<file path="src/rtl/jtkiwi_rom_pkg.sv">
// Shared constants for the Kiwi graphics ROM responder: FSM encoding, client ids, widths.
package jtkiwi_rom_pkg;

    localparam int TAG_W = 18;
    localparam int SDW   = 22;

    typedef enum logic [1:0] {
        ST_IDLE = 2'd0,
        ST_REQ  = 2'd1,
        ST_LO   = 2'd2,
        ST_HI   = 2'd3
    } rom_state_t;

    localparam logic CLI_SCR = 1'b0;
    localparam logic CLI_OBJ = 1'b1;

endpackage

</file>
<file path="src/rtl/jtkiwi_rom_cache.sv">
// One-entry 32-bit cache for a single ROM client; ok is combinational from the stored tag.
module jtkiwi_rom_cache
    import jtkiwi_rom_pkg::*;
(
    input  logic             clk,
    input  logic             rst_n,
    input  logic             cs_i,
    input  logic [TAG_W-1:0] addr_i,
    output logic             ok_o,
    output logic [31:0]      data_o,
    input  logic             we_i,
    input  logic [TAG_W-1:0] tag_i,
    input  logic [31:0]      din_i
);

    logic [TAG_W-1:0] tag_q;
    logic             valid_q;
    logic [31:0]      data_q;

    always_ff @(posedge clk or negedge rst_n) begin
        if (!rst_n) begin
            tag_q   <= '0;
            valid_q <= 1'b0;
            data_q  <= '0;
        end else if (we_i) begin
            tag_q   <= tag_i;
            valid_q <= 1'b1;
            data_q  <= din_i;
        end
    end

    assign ok_o   = cs_i & valid_q & (tag_q == addr_i);
    assign data_o = data_q;

endmodule

</file>
<file path="src/rtl/jtkiwi_gfx_rom.sv">
// Graphics ROM responder: serves tile/object clients from one 16-bit SDRAM slot.
// Optional macro JTKIWI_OBJ_EN enables the object client; otherwise only scr is served.
module jtkiwi_gfx_rom
    import jtkiwi_rom_pkg::*;
#(
    parameter logic [21:0] SCR_BASE = 22'h0,
    parameter logic [21:0] OBJ_BASE = 22'h100000
) (
    input  logic             clk,
    input  logic             rst_n,
    input  logic             scr_cs,
    input  logic [TAG_W-1:0] scr_addr,
    output logic [31:0]      scr_data,
    output logic             scr_ok,
    input  logic             obj_cs,
    input  logic [TAG_W-1:0] obj_addr,
    output logic [31:0]      obj_data,
    output logic             obj_ok,
    output logic             sdram_req,
    output logic [SDW-1:0]   sdram_addr,
    input  logic             sdram_ack,
    input  logic             sdram_rdy,
    input  logic [15:0]      sdram_din
);

    rom_state_t       state_q, state_d;
    logic             req_q, req_d;
    logic [SDW-1:0]   addr_q, addr_d;
    logic             cli_q, cli_d;
    logic             last_q, last_d;
    logic [TAG_W-1:0] req_tag_q;
    logic [15:0]      lo_q;
    logic             tag_ld, lo_we, fill;
    logic             scr_miss, obj_miss, do_req, pick_obj;
    logic [SDW-1:0]   req_addr;
    logic [31:0]      fill_data;

    assign fill_data = {sdram_din, lo_q};

    jtkiwi_rom_cache u_scr (
        .clk    (clk),
        .rst_n  (rst_n),
        .cs_i   (scr_cs),
        .addr_i (scr_addr),
        .ok_o   (scr_ok),
        .data_o (scr_data),
        .we_i   (fill & (cli_q == CLI_SCR)),
        .tag_i  (req_tag_q),
        .din_i  (fill_data)
    );

`ifdef JTKIWI_OBJ_EN
    jtkiwi_rom_cache u_obj (
        .clk    (clk),
        .rst_n  (rst_n),
        .cs_i   (obj_cs),
        .addr_i (obj_addr),
        .ok_o   (obj_ok),
        .data_o (obj_data),
        .we_i   (fill & (cli_q == CLI_OBJ)),
        .tag_i  (req_tag_q),
        .din_i  (fill_data)
    );
    assign obj_miss = obj_cs & ~obj_ok;
`else
    logic unused_obj;
    assign unused_obj = obj_cs;
    assign obj_ok     = 1'b0;
    assign obj_data   = '0;
    assign obj_miss   = 1'b0;
`endif

    assign scr_miss = scr_cs & ~scr_ok;
    assign do_req   = scr_miss | obj_miss;
    // On a double miss the client that was not served last goes first.
    assign pick_obj = (scr_miss & obj_miss) ? (last_q == CLI_SCR) : obj_miss;
    assign req_addr = pick_obj ? OBJ_BASE + {3'b0, obj_addr, 1'b0}
                               : SCR_BASE + {3'b0, scr_addr, 1'b0};

    always_ff @(posedge clk or negedge rst_n) begin
        if (!rst_n) begin
            state_q <= ST_IDLE;
            req_q   <= 1'b0;
            addr_q  <= '0;
            cli_q   <= CLI_SCR;
            last_q  <= CLI_OBJ;
        end else begin
            state_q <= state_d;
            req_q   <= req_d;
            addr_q  <= addr_d;
            cli_q   <= cli_d;
            last_q  <= last_d;
        end
    end

    always_comb begin
        state_d = state_q;
        case (state_q)
            ST_IDLE: if (do_req)    state_d = ST_REQ;
            ST_REQ:  if (sdram_ack) state_d = sdram_rdy ? ST_HI : ST_LO;
            ST_LO:   if (sdram_rdy) state_d = ST_HI;
            ST_HI:   if (sdram_rdy) state_d = ST_IDLE;
            default:                state_d = ST_IDLE;
        endcase
    end

    always_comb begin
        req_d  = req_q;
        addr_d = addr_q;
        cli_d  = cli_q;
        last_d = last_q;
        tag_ld = 1'b0;
        lo_we  = 1'b0;
        fill   = 1'b0;
        case (state_q)
            ST_IDLE: if (do_req) begin
                req_d  = 1'b1;
                addr_d = req_addr;
                cli_d  = pick_obj;
                last_d = pick_obj;
                tag_ld = 1'b1;
            end
            ST_REQ: if (sdram_ack) begin
                req_d = 1'b0;
                lo_we = sdram_rdy;
            end
            ST_LO:   lo_we = sdram_rdy;
            ST_HI:   fill  = sdram_rdy;
            default: ;
        endcase
    end

    // Request tag and low half-word are plain data, loaded only under FSM control.
    always_ff @(posedge clk) begin
        if (tag_ld) req_tag_q <= pick_obj ? obj_addr : scr_addr;
        if (lo_we)  lo_q      <= sdram_din;
    end

    assign sdram_req  = req_q;
    assign sdram_addr = addr_q;

endmodule
</file>
<file path="config.mk">
export PLATFORM = sky130hd
export DESIGN_NAME = jtkiwi_gfx_rom
export DESIGN_NICKNAME = d
export VERILOG_FILES = /design/src/rtl/jtkiwi_rom_pkg.sv /design/src/rtl/jtkiwi_rom_cache.sv /design/src/rtl/jtkiwi_gfx_rom.sv
export SDC_FILE = /design/constraint.sdc
export NUM_CORES = 1
export LEC_CHECK = 0
export ABC_AREA = 1
export CELL_PAD_IN_SITES_DETAIL_PLACEMENT = 1
export CELL_PAD_IN_SITES_GLOBAL_PLACEMENT = 1
export CORE_ASPECT_RATIO = 2
export CORE_MARGIN = 3
export CORE_UTILIZATION = 35
export DETAILED_ROUTE_END_ITERATION = 8
export HOLD_SLACK_MARGIN = 0.08
export PLACE_DENSITY_LB_ADDON = 0.05
export SLEW_MARGIN = 5
export SYNTH_ARGS = -nofsm -noshare
export SYNTH_HDL_FRONTEND = slang
export SYNTH_SLANG_ARGS = --single-unit
</file>
<file path="constraint.sdc">
create_clock -name clk -period 2.1 [get_ports clk]
set_clock_uncertainty 0.05 [all_clocks]
set_input_delay 0.42 -clock clk [delete_from_list [all_inputs] [get_ports clk]]
set_output_delay 0.42 -clock clk [all_outputs]
set_load 0.05 [all_outputs]
</file>
## Yosys cells after proc, flatten, opt, wreduce, memory -nomap -nowiden

Index checks and enable logic that the tools add are counted.

- Logic and storage cells: 39
- Input bits: 58
- Flip-flop bits (word level): 106

- Multiplexer cells: 14
- Equal/unequal tests: 8
- Bitwise logic cells: 4
- Reductions and logical operators: 5

Operators with widths:

| cell | number |
|---|---|
| equality test 18 bit | 1 |
| two-way mux 2 bit | 4 |
| != test 2 bit (second input constant) | 4 |
| case mux 2 bit (4 select lines) | 1 |
| two-way mux 1 bit | 7 |
| equality test 2 bit (second input constant) | 2 |
| case mux 1 bit (2 select lines) | 2 |
| AND reduction 4 bit | 1 |
| bitwise AND 1 bit | 3 |
| AND reduction 3 bit | 1 |
| equality test 2 x 1 -> 1 bit (second input constant) | 1 |
| logical NOT 2 bit | 1 |
| AND reduction 2 bit | 1 |
| nonzero test 2 bit | 1 |
| inverter 1 bit | 1 |

## Depth between registers and ports, before layout

- Word-level depth: 6
- Depth in mapped cells: 13
- Depth with buffers taken out: 12

## Modules after synthesis

Synthesis repeated with hierarchy kept, for this count alone.

- Cell total of the unflattened synthesis: 482
- Area, all modules: 4551.9 µm²

Modules (own cells, without submodules):

| module | sequential area each (µm²) | area an instance (µm²) | cells each | times used |
|---|---|---|---|---|
| jtkiwi_gfx_rom | 1546.5 | 2275.9 | 190 | 1 |
| jtkiwi_rom_cache | 1276.2 | 2275.9 | 292 | 1 |

## Worst setup path after synthesis

Ideal clock, no wire load.

- Path kind: input port to output port
- From: in scr_addr[7]
- To: out scr_ok
- Data required time: 1.630 ns
- Buffers on the path: 0
- Cell stages on the path: 5
- Path slack: -0.797 ns
- Data arrival time: 2.427 ns
- Cell sequence: inv_1 nand2_1 nand4_1 or2_2 nor4_1

- Cells in the longest elaborated chain, start to end: 2

RTL lines:

| element | RTL line | RTL |
|---|---|---|
| from (decl) | jtkiwi_gfx_rom.sv:12 | `input logic [TAG_W-1:0] scr_addr,` |
| equality test 18 bit | jtkiwi_rom_cache.sv:32 | `assign ok_o = cs_i & valid_q & (tag_q == addr_i);` |
| bitwise AND 1 bit | jtkiwi_rom_cache.sv:32 |  |
| to (decl) | jtkiwi_gfx_rom.sv:14 | `output logic scr_ok,` |

No other way between the ends.

## Worst setup path in the final report

- From: reg u_scr.tag_q[1]
- To: out scr_ok

- Cells in the longest elaborated chain, start to end: 2

RTL lines:

| element | RTL line | RTL |
|---|---|---|
| from (decl) | jtkiwi_rom_cache.sv:16 | `logic [TAG_W-1:0] tag_q;` |
| from (signal assigned) | jtkiwi_rom_cache.sv:26 | `tag_q <= tag_i;` |
| equality test 18 bit | jtkiwi_rom_cache.sv:32 |  |
| bitwise AND 1 bit | jtkiwi_rom_cache.sv:32 |  |

No other way between the ends.

==> results_dict.tcl <==
set metrics [dict create \
    ys_ff_latch 106 \
    fin_crit_ns 2.23 \
    slowest_delay_ns 0.38 \
    syn2layout_area_growth_pct 39.2 \
    cts_root_buffer "clkbuf_16" \
    place_area_sq_um 5960 \
    design_area_sq_um 6390 \
    tns_ns -0.128 \
    p_comb_share_pct 49.9 \
    setup_slack_ns -0.128 \
    critPathMostFrequentCell "nor4_4" \
    grt_pass1_vias 3598 \
    synth_cell_types 30 \
    gp_congestion 0.815 \
    drt_iter0_markers 114 \
    cp_slowest_cell "dfrtp_1" \
    timing.final.setup_violations 1 \
    numCtsBuffers 9 \
    pin_count 147 \
    rsz0062_at_grt "true" \
    max_clock_freq_mhz 449 \
    max-cap-violations 0 \
    grt_pass1_wl_mm 18.0 \
    grtUsageTotal_pct 15.9 \
    routed_wl_mm 11.2 \
    r2r-start "u_scr.tag_q[13]$_DFFE_PN0P_" \
    n_antenna_cell 0 \
    status "complete, but fails checks" \
    synth_area_sq_um 4590 \
    placeableCoreArea_sq_um 12700 \
    tightest_slew_ns 0.542 \
    final_common_cell "dfrtp_1" \
    cts_htree_levels 3 \
    gr-total-overflow 0 \
    cp_cell_sequence "nand2_1, nand2_2, nor4_4, nand3_2, nor4_4, buf_12" \
    arrival_ns 1.76 \
    p_per_area_nw_per_um2 1600 \
    syn_avg_cell_area_sq_um 11.4 \
    drtAntennaViolNets 0 \
    die_h_um 168 \
    die_w_um 87.0 \
    die_area_sq_um 14600 \
    syn_inst 404 \
    fill_cells 1411 \
    cts_buffer_depth 2 \
    critPathLaunch "u_scr.tag_q[1]$_DFFE_PN0P_" \
    critPathLaunchType "flop" \
    portBuffers 90 \
    clk_pin_slew_ns 0.07 \
    grt_max_degree 37 \
    vdd_drop_max_uv 976 \
    clk_latency_ns 0.34 \
    dr.pass1.iters 4 \
    fp-row-count 58 \
    timing_worst_setup_path_type "flop to output pin" \
    p_leak_nw 2.99 \
    power_frac_seq_pct 33.1 \
    antenna_found_initial 0 \
    worstPathRequired_ns 1.63 \
    cts_tree "yes" \
    crit_path_max_fanout 2 \
    violations "negative setup slack" \
    cts_num_sinks 106 \
    start_util_pct 36.1 \
    switching_share_pct 43.4 \
    maxSlewViolCount 0 \
    drc_errors 0 \
    vias 3214 \
    cell_internal_pwr_mw 5.79 \
    vias_per_cell 4.55 \
    switchingPower_mw 4.44 \
    hp-class "primary input to flop" \
    drt-wirelength-per-cell_um 15.8 \
    p_clk_share_pct 17.1 \
    end_kind "output pin" \
    worst_hold_slack_ns 0.281 \
    synth_warnings 0 \
    period_share_pct 106 \
    finalHoldViolCount 0 \
    slew_headroom_pct 63.7 \
    hp-start "scr_addr[3]" \
    ys_seq_area_share_pct 61.5 \
    layout-drive-gt1-share_pct 29.6 \
    final_nets 614 \
    hpwl_mm 8.64 \
    mostFrequentLayoutCells "dfrtp_1 (72), nand2_1 (71), clkdlybuf4s50_1 (64)" \
]
==> cell families (layout without fill, tap and decap cells) <==
kind of cell    Yosys count  count (layout)  synth area share (%)
other cells               1              37                0.0817
flops                   106             106                  61.5
simple gates            135             135                  12.2
fa+ha+maj                 4               4                  1.09
xor+xnor                  2               2                 0.382
mux                      36              36                  8.84
compound gates           36              36                  5.35
buf+inv                  84             201                  10.6
==> per-layer routing <==
| metal | global-route usage (%) | up-vias | share of wire, % |
|---|---|---|---|
| li1 | - | 1538 | - |
| met1 | 15.8 | 1581 | 34 |
| met2 | 29.6 | 81 | 58 |
| met3 | 5.04 | 14 | 5.9 |
| met4 | 5.83 | 0 | 2.3 |
| met5 | 0 | - | 0 |
==> registers in the layout (all words and copies together), names as in the netlist <==
name / cells
state_q: 2
u_scr.data_o: 32
sdram_addr: 18
req_tag_q: 18
u_scr.tag_q: 18
u_scr.valid_q: 1
sdram_req: 1
lo_q: 16
==> layout make-up <==
type	instances	area, sq um	area share [%]
Clock inverter	7	85.1	1.33
Clock buffer	9	225	3.53
Multi-Input combinational cell	250	1520	23.7
Inverter	37	141	2.21
Sequential cell	106	2820	44.2
Timing Repair Buffer	148	1410	22.1
Tap cell	150	188	2.94
==> power groups by stage <==
stage               Clock, mW  Combinational (mW)  Sequential (mW)
floorplan                   0                1.62             5.05
global placement            0                4.98             3.37
detailed placement          0                5.06             3.42
CTS                      1.81                5.14             3.40
global route             1.89                5.47             3.51
finish                   1.75                5.10             3.38
==> what timing repair did <==
| item | 4_1_cts | 5_1_grt |
|---|---|---|
| resized for setup | 32 | 10 |
| hold endpoints to repair | 33 | 0 |
| setup buffers | 2 | 3 |
| setup endpoints to repair | 1 | 1 |
| hold buffers | 1 | 0 |
| pin swaps | 8 | 4 |
==> worst max-delay path: cells and delay by family (launching register included) <==
family	cells	cell delay, ns
and+or+nand+nor	5	0.86
DFF	1	0.38
buffers and inverters	1	0.18
==> metrics by stage <==
step / total power [mW] / worst slack (ns) / util (%) / instances
after global placement: 8.34 / -0.545 / 46.9 / 686
after CTS: 10.4 / -0.240 / 49.9 / 704
after floorplan: 6.67 / 0.0618 / - / 440
after detailed placement: 8.47 / -0.579 / 46.9 / 686
after global routing: 10.9 / -0.210 / 50.3 / 707
final: 10.2 / -0.128 / 50.3 / 707
==> path summary, 6_finish.rpt <==
kind / slack [ns] / cells past startpoint / to
min in group asynchronous: 0.53 / 2 / sdram_addr[10]$_DFFE_PN0P_
worst min-delay path: 0.28 / 1 / req_tag_q[3]$_DFFE_PP_
worst max register to register: 0.21 / 10 / req_tag_q[0]$_DFFE_PP_
worst min register to register: 0.43 / 1 / u_scr.data_o[8]$_DFFE_PN0P_
max in group asynchronous: 0.91 / 3 / u_scr.data_o[3]$_DFFE_PN0P_
worst max-delay path: -0.13 / 6 / scr_ok
==> synthesized netlist by cell type <==
| master | n | area, sq um |
|---|---|---|
| dfrtp_1 | 72 | 1800 |
| mux2_2 | 36 | 405 |
| nor2_4 | 1 | 11.3 |
| conb_1 | 1 | 3.75 |
| o211ai_1 | 1 | 7.51 |
| o21ai_2 | 14 | 123 |
| xnor2_1 | 2 | 17.5 |
| or2_2 | 2 | 12.5 |
| edfxtp_1 | 34 | 1020 |
| buf_4 | 37 | 278 |
| or2_1 | 1 | 6.26 |
| nand2_2 | 3 | 18.8 |
| nand2_1 | 82 | 308 |
| o2111ai_1 | 2 | 17.5 |
| nor3_1 | 1 | 5.00 |
| a21oi_1 | 17 | 85.1 |
| buf_1 | 2 | 7.51 |
| inv_1 | 33 | 124 |
| nor4_1 | 2 | 12.5 |
| ha_1 | 4 | 50.1 |
| o21ai_0 | 1 | 5.00 |
| buf_2 | 4 | 20.0 |
| nor2_1 | 29 | 109 |
| nand3_1 | 9 | 45.0 |
| clkbuf_1 | 1 | 3.75 |
| nand4_1 | 5 | 31.3 |
| inv_2 | 3 | 11.3 |
| o21bai_1 | 1 | 7.51 |
| buf_6 | 3 | 33.8 |
| inv_4 | 1 | 6.26 |
Note: power is estimated with default switching activity, not from simulation.
